File: src/rtl/data_mem_responder.sv
// rtl/data_mem_responder.sv - word data memory with valid/ready request, wait states and error reporting
module data_mem_responder #(
    parameter int DEPTH       = 64,
    parameter int WAIT_CYCLES = 2
) (
    input  logic        clk,
    input  logic        reset,
    input  logic        req_valid,
    input  logic        req_we,
    input  logic [31:0] req_addr,
    input  logic [31:0] req_wdata,
    output logic        req_ready,
    output logic        resp_valid,
    output logic [31:0] resp_rdata,
    output logic        resp_err,
    output logic        busy,
    output logic [7:0]  err_count
);
    localparam int IDXW = (DEPTH > 1) ? $clog2(DEPTH) : 1;

    typedef enum logic [1:0] {S_IDLE, S_WAIT, S_RESP} state_t;

    logic [31:0]     mem_q [DEPTH];
    state_t          state_q, state_d;
    logic [3:0]      cnt_q, cnt_d;
    logic            we_q, we_d;
    logic [IDXW-1:0] idx_q, idx_d;
    logic [31:0]     wdata_q, wdata_d;
    logic            err_q, err_d;
    logic [31:0]     rdata_q, rdata_d;
    logic            rerr_q, rerr_d;
    logic [7:0]      errcnt_q, errcnt_d;

    logic            req_err;
    logic [IDXW-1:0] req_idx;
    logic            src_we, src_err, load_resp;
    logic [IDXW-1:0] src_idx;

    // Upper address bits only feed the range check, so out-of-range never aliases.
    assign req_err = (req_addr[1:0] != 2'b00) || ({2'b00, req_addr[31:2]} >= 32'(DEPTH));
    assign req_idx = req_addr[IDXW+1:2];

    always_comb begin
        state_d   = state_q;
        cnt_d     = cnt_q;
        we_d      = we_q;
        idx_d     = idx_q;
        wdata_d   = wdata_q;
        err_d     = err_q;
        rdata_d   = rdata_q;
        rerr_d    = rerr_q;
        errcnt_d  = errcnt_q;
        src_we    = we_q;
        src_err   = err_q;
        src_idx   = idx_q;
        load_resp = 1'b0;
        case (state_q)
            S_IDLE: begin
                if (req_valid) begin
                    we_d    = req_we;
                    idx_d   = req_idx;
                    wdata_d = req_wdata;
                    err_d   = req_err;
                    src_we  = req_we;
                    src_err = req_err;
                    src_idx = req_idx;
                    if (WAIT_CYCLES == 0) begin
                        state_d   = S_RESP;
                        load_resp = 1'b1;
                    end else begin
                        state_d = S_WAIT;
                        cnt_d   = 4'(WAIT_CYCLES - 1);
                    end
                end
            end
            S_WAIT: begin
                if (cnt_q == 4'd0) begin
                    state_d   = S_RESP;
                    load_resp = 1'b1;
                end else begin
                    cnt_d = cnt_q - 4'd1;
                end
            end
            S_RESP: begin
                state_d = S_IDLE;
                if (err_q && (errcnt_q != 8'hFF)) begin
                    errcnt_d = errcnt_q + 8'd1;
                end
            end
            default: state_d = S_IDLE;
        endcase
        // Response registers load on the edge entering RESP and hold afterwards.
        if (load_resp) begin
            rerr_d  = src_err;
            rdata_d = (!src_we && !src_err) ? mem_q[src_idx] : 32'd0;
        end
    end

    always_ff @(posedge clk or posedge reset) begin
        if (reset) begin
            state_q  <= S_IDLE;
            cnt_q    <= 4'd0;
            we_q     <= 1'b0;
            idx_q    <= '0;
            wdata_q  <= 32'd0;
            err_q    <= 1'b0;
            rdata_q  <= 32'd0;
            rerr_q   <= 1'b0;
            errcnt_q <= 8'd0;
        end else begin
            state_q  <= state_d;
            cnt_q    <= cnt_d;
            we_q     <= we_d;
            idx_q    <= idx_d;
            wdata_q  <= wdata_d;
            err_q    <= err_d;
            rdata_q  <= rdata_d;
            rerr_q   <= rerr_d;
            errcnt_q <= errcnt_d;
        end
    end

    // RAM is never reset; an abort forces state to IDLE so the pending store is lost.
    always_ff @(posedge clk) begin
        if (state_q == S_RESP && we_q && !err_q) begin
            mem_q[idx_q] <= wdata_q;
        end
    end

    assign req_ready  = (state_q == S_IDLE);
    assign busy       = (state_q != S_IDLE);
    assign resp_valid = (state_q == S_RESP);
    assign resp_rdata = rdata_q;
    assign resp_err   = rerr_q;
    assign err_count  = errcnt_q;
endmodule

File: config.mk
export PLATFORM = sky130hd
export DESIGN_NAME = data_mem_responder
export DESIGN_NICKNAME = d
export VERILOG_FILES = /design/src/rtl/data_mem_responder.sv
export SDC_FILE = /design/constraint.sdc
export NUM_CORES = 2
export LEC_CHECK = 0
export CAP_MARGIN = 20
export CORE_AREA = 3 3 529 531
export DETAILED_ROUTE_END_ITERATION = 8
export DIE_AREA = 0 0 532 534
export GPL_TIMING_DRIVEN = 1
export PLACE_DENSITY = 0.44
export SYNTH_ARGS = -nofsm -noshare
export SYNTH_HDL_FRONTEND = slang
export SYNTH_SLANG_ARGS = --single-unit
File: constraint.sdc
create_clock -name clk -period 2.9 [get_ports clk]
set_input_delay 0.58 -clock clk [delete_from_list [all_inputs] [get_ports clk]]
set_output_delay 0.58 -clock clk [all_outputs]
set_load 0.01 [all_outputs]
==> metrics.csv <==
stage,metric,value,unit
worst_setup_path,maximum fanout encountered on the critical timing path,5,
floorplanning,number of top-level design ports,112,
synthesis,"EDFF count, synth",2048,
synthesis,ys async rst share,4.07,%
placed_design,number of input and output port buffers inserted,111,
synthesis,library cell occupying the most area in the post-synthesis netlist,sky130_fd_sc_hd__edfxtp_1,
timing,final worst clock skew,0.0787,ns
clock_network,number of CTS-inserted buffers,227,
clock_network,TritonCTS clock tree,yes,
placed_design,"worst slack, placed",-1.79,ns
placed_design,final estimated routing congestion in global placement,0.828,
flow_run,number of max-capacitance violations reported,0,
route,DR vias,50600,
synthesis,leading post-synthesis cells by instance count,"sky130_fd_sc_hd__edfxtp_1 (2048), sky130_fd_sc_hd__nand2_1 (1157), sky130_fd_sc_hd__mux2i_1 (476), sky130_fd_sc_hd__nand3_1 (401), sky130_fd_sc_hd__clkbuf_1 (151)",
finish,layout filler cell count,25500,
floorplanning,Std-Cell Rows,193,
timing,Fmax achieved,0.304,GHz
finish,layout net count,6248,
outcome,violations in the final reports,negative setup slack,
clock_network,number of H-tree levels,4,
route,number of vias per cell,5.02,
pwr,leakage power figure,36.2,nW
worst_setup_path,Crit path buffers/inverters,6,
pwr,Worst VDD drop,0.000638,V
synthesis,area fraction of the dominant cell type after synthesis,74.4,%
timing,unrepaired setup endpoints after global routing,yes,
timing,PnR worst setup slack,-0.391,ns
placed_design,Final HPWL DP,173000,µm
pwr,total power divided by cell area,1060,mW/mm²
worst_setup_path,arrival time worst endpoint,4.03,ns
worst_setup_path,critical path's most frequent cell,sky130_fd_sc_hd__buf_4,
clock_network,clock tree buffer depth,3,
grt,total routing usage reported by global routing,19.2,%
clock_network,clock-pin slew on the worst setup and hold paths,0.06,ns
clock_network,Clock Latency Late Sink,0.89,ns
route,number of DRC violations after detailed routing,0,
synthesis,warnings from Yosys,0,
synthesis,most frequently used cell type in the post-synthesis netlist,sky130_fd_sc_hd__edfxtp_1,
grt,global-route wire length before repair,391000,µm
synthesis,syn avg cell area,15.4,µm²
finish,Final Util,38.6,%
grt,maximum number of pins on one net before global-route repair,66,
timing,setup total negative slack,-9.66,ns
outcome,result of the run,finished with violations,
min_path,path class of the lowest-slack min-delay path,in2reg,
synthesis,Seq cells post-synth,2135,
floorplanning,core outline area,0.276,mm²
timing,post-route clock period utilization,113,%
timing,headroom to the max-slew limit,32.7,%
worst_setup_path,family with the most delay on the worst path,simple AND/OR/NAND/NOR gates,
synthesis,post-synthesis instance area,0.0827,mm²
floorplanning,floorplan die area,0.284,mm²
route,First DRT Iteration DRCs,4920,
grt,overflow left after global routing,0,
floorplanning,Starting Density,29.9,%
clock_network,library cell used as clock root buffer,sky130_fd_sc_hd__clkbuf_16,
grt,via count of the first global-routing pass,49900,
finish,area growth from synthesis to layout,28.7,%
timing,final critical-path required period,3.29,ns
worst_setup_path,startpoint kind of the worst setup timing path,flop,
finish,fraction of layout cells with a size suffix above 1,23.5,%
route,count of nets left with antenna violations after detail routing,0,
synthesis,Synthesized Nets,5434,
route,number of search-and-repair iterations in the first detailed-routing pass,5,
timing,number of hold-slack violations in the final timing report,0,
worst_setup_path,CP max-delay cell,sky130_fd_sc_hd__or4_1,
worst_setup_path,type of element capturing the critical path,flop,
worst_setup_path,worst setup path class,reg2reg,
timing,Fin Hold WS,0.227,ns
placed_design,Area after DPL,0.0953,mm²
worst_setup_path,largest incremental delay on the critical path,0.55,ns
clock_network,TritonCTS Sinks,2135,
timing,Least-Margin Pin Slew,1.01,ns
grt,initial antenna violation count,18,
finish,"Design Area, Final",0.106,mm²
synthesis,number of different library cells in the post-synthesis netlist,56,
timing,Final setup violation count,36,
route,average wire per cell in the routed design,27.7,µm
synthesis,sequential element share of the synthesized area,77.0,%
worst_setup_path,required time at the endpoint of the critical path,3.64,ns
synthesis,dominant cells by area after synthesis,"sky130_fd_sc_hd__edfxtp_1 (74%), sky130_fd_sc_hd__mux2i_1 (5.8%), sky130_fd_sc_hd__nand2_1 (5.3%)",
floorplanning,Die X,532,µm
route,total wire length,279000,µm
worst_setup_path,critical path cell sequence,or3b_4 -> buf_6 -> a21oi_4 -> buf_4 -> buf_8 -> buf_4 -> buf_4 -> nand3_1 -> a311oi_2 -> buf_4 -> a211oi_1 -> or4_1,
synthesis,"Top FF cell, synth",sky130_fd_sc_hd__edfxtp_1,
floorplanning,Die Y-Extent,534,µm
timing,total count of max-transition violations in the final report,0,
synthesis,number of cells produced by synthesis,5363,
[flip-flops by register name, summed over array words and instances (netlist names)]
register / flops
cnt_q: 4
err_count: 8
err_q: 1
idx_q: 6
mem_q: 2048
resp_err: 1
resp_rdata: 32
state_q: 2
wdata_q: 32
we_q: 1
[stage by stage]
step,power (mW),instances
2_1_floorplan,57.2,5363
3_3_place_gp,78.2,9518
3_5_place_dp,78.4,9519
4_1_cts,111,10000
5_1_grt,117,10100
6_report,113,10100
[cell families (layout without fill, tap and decap cells)]
kind of cell	after synthesis	after routing	synth area share, %
DFF	2135	2135	77.0
and+or+nand+nor	1809	1809	9.38
AOI/OAI and AO/OA	535	535	4.47
muxes	528	528	7.14
buffers and inverters	344	1358	1.83
xor gates and xnor gates	9	9	0.0954
adders and majority gates	3	3	0.0454
other	0	8	0
[metal layers]
layer | up-vias | share of wire [%] | GRT usage (%)
li1 | 22300 | - | -
met1 | 26500 | 46 | 27.8
met2 | 1522 | 46 | 30.3
met3 | 338 | 5.8 | 2.46
met4 | 0 | 2.9 | 5.24
met5 | - | 0 | 0
[worst paths after layout]
check / endpoint / slack (ns) / cells after the start / startpoint
max: resp_rdata[8]$_DFFE_PP0P_ / -0.39 / 12 / state_q[1]$_DFFE_PP0P_
min: wdata_q[1]$_DFFE_PP0P_ / 0.23 / 3 / req_wdata[1]
min reg2reg: err_count[7]$_DFFE_PP0P_ / 0.50 / 1 / err_count[7]$_DFFE_PP0P_
min in group asynchronous: wdata_q[17]$_DFFE_PP0P_ / 0.54 / 3 / reset
max in group asynchronous: wdata_q[15]$_DFFE_PP0P_ / 1.49 / 4 / reset
max reg2reg: resp_rdata[8]$_DFFE_PP0P_ / -0.39 / 12 / state_q[1]$_DFFE_PP0P_
[worst register-to-register path: cells and delay by family, from the launching register on]
| kind | cells | cell delay, ns |
|---|---|---|
| DFF | 1 | 0.43 |
| and+or+nand+nor | 3 | 1.10 |
| buffers and inverters | 6 | 0.97 |
| AOI/OAI and AO/OA | 3 | 0.67 |
[cell usage in the layout (no fill, tap or decap), types with 25 or more instances in the layout]
cell type / Yosys / routed
sky130_fd_sc_hd__a21oi_1: 49 / 43
sky130_fd_sc_hd__nand4_1: 81 / 81
sky130_fd_sc_hd__a211oi_1: 38 / 25
sky130_fd_sc_hd__dfrtp_1: 87 / 55
sky130_fd_sc_hd__edfxtp_1: 2048 / 2048
sky130_fd_sc_hd__buf_16: 0 / 26
sky130_fd_sc_hd__dfrtp_2: 0 / 29
sky130_fd_sc_hd__clkbuf_16: 0 / 238
sky130_fd_sc_hd__nand3_1: 401 / 395
sky130_fd_sc_hd__clkinv_1: 0 / 55
sky130_fd_sc_hd__mux2i_1: 476 / 429
sky130_fd_sc_hd__buf_12: 0 / 221
sky130_fd_sc_hd__o22ai_1: 124 / 108
sky130_fd_sc_hd__clkdlybuf4s50_1: 0 / 108
sky130_fd_sc_hd__buf_6: 4 / 56
sky130_fd_sc_hd__nand2_1: 1157 / 1144
sky130_fd_sc_hd__nor2_4: 0 / 66
sky130_fd_sc_hd__a31oi_1: 76 / 71
sky130_fd_sc_hd__mux4_2: 48 / 48
sky130_fd_sc_hd__a211o_1: 25 / 25
sky130_fd_sc_hd__buf_4: 10 / 465
sky130_fd_sc_hd__clkinv_2: 0 / 56
sky130_fd_sc_hd__clkbuf_1: 151 / 48
sky130_fd_sc_hd__a32oi_1: 36 / 36
sky130_fd_sc_hd__mux2i_2: 0 / 33
[power by group]
part | switching, mW | leakage [nW] | internal, mW
clock network | 12.4 | 3.62 | 16.5
logic | 25.8 | 12.9 | 17.2
registers | 2.40 | 19.7 | 38.3
[cell type report]
cell class | instances | area [µm²] | area share [%]
diodes | 8 | 20.0 | 0.0188
clock buffers | 277 | 5910 | 5.55
clock inverters | 152 | 1490 | 1.40
inverters | 20 | 116 | 0.109
multi-input cells | 2884 | 19600 | 18.4
flip-flops and latches | 2135 | 63700 | 59.9
well taps | 3705 | 4640 | 4.36
repair buffers | 907 | 10900 | 10.3
repair inverters | 2 | 12.5 | 0.0118
[timing repair]
action / 4_1_cts / 5_1_grt
hold endpoints to repair: 13 / 0
hold buffers: 1 / 0
setup endpoints to repair: 35 / 32
gates cloned: 14 / 9
setup buffers: 66 / 55
gates resized for setup: 218 / 211
pin swaps: 56 / 82
(Power assumes the default switching activity.)
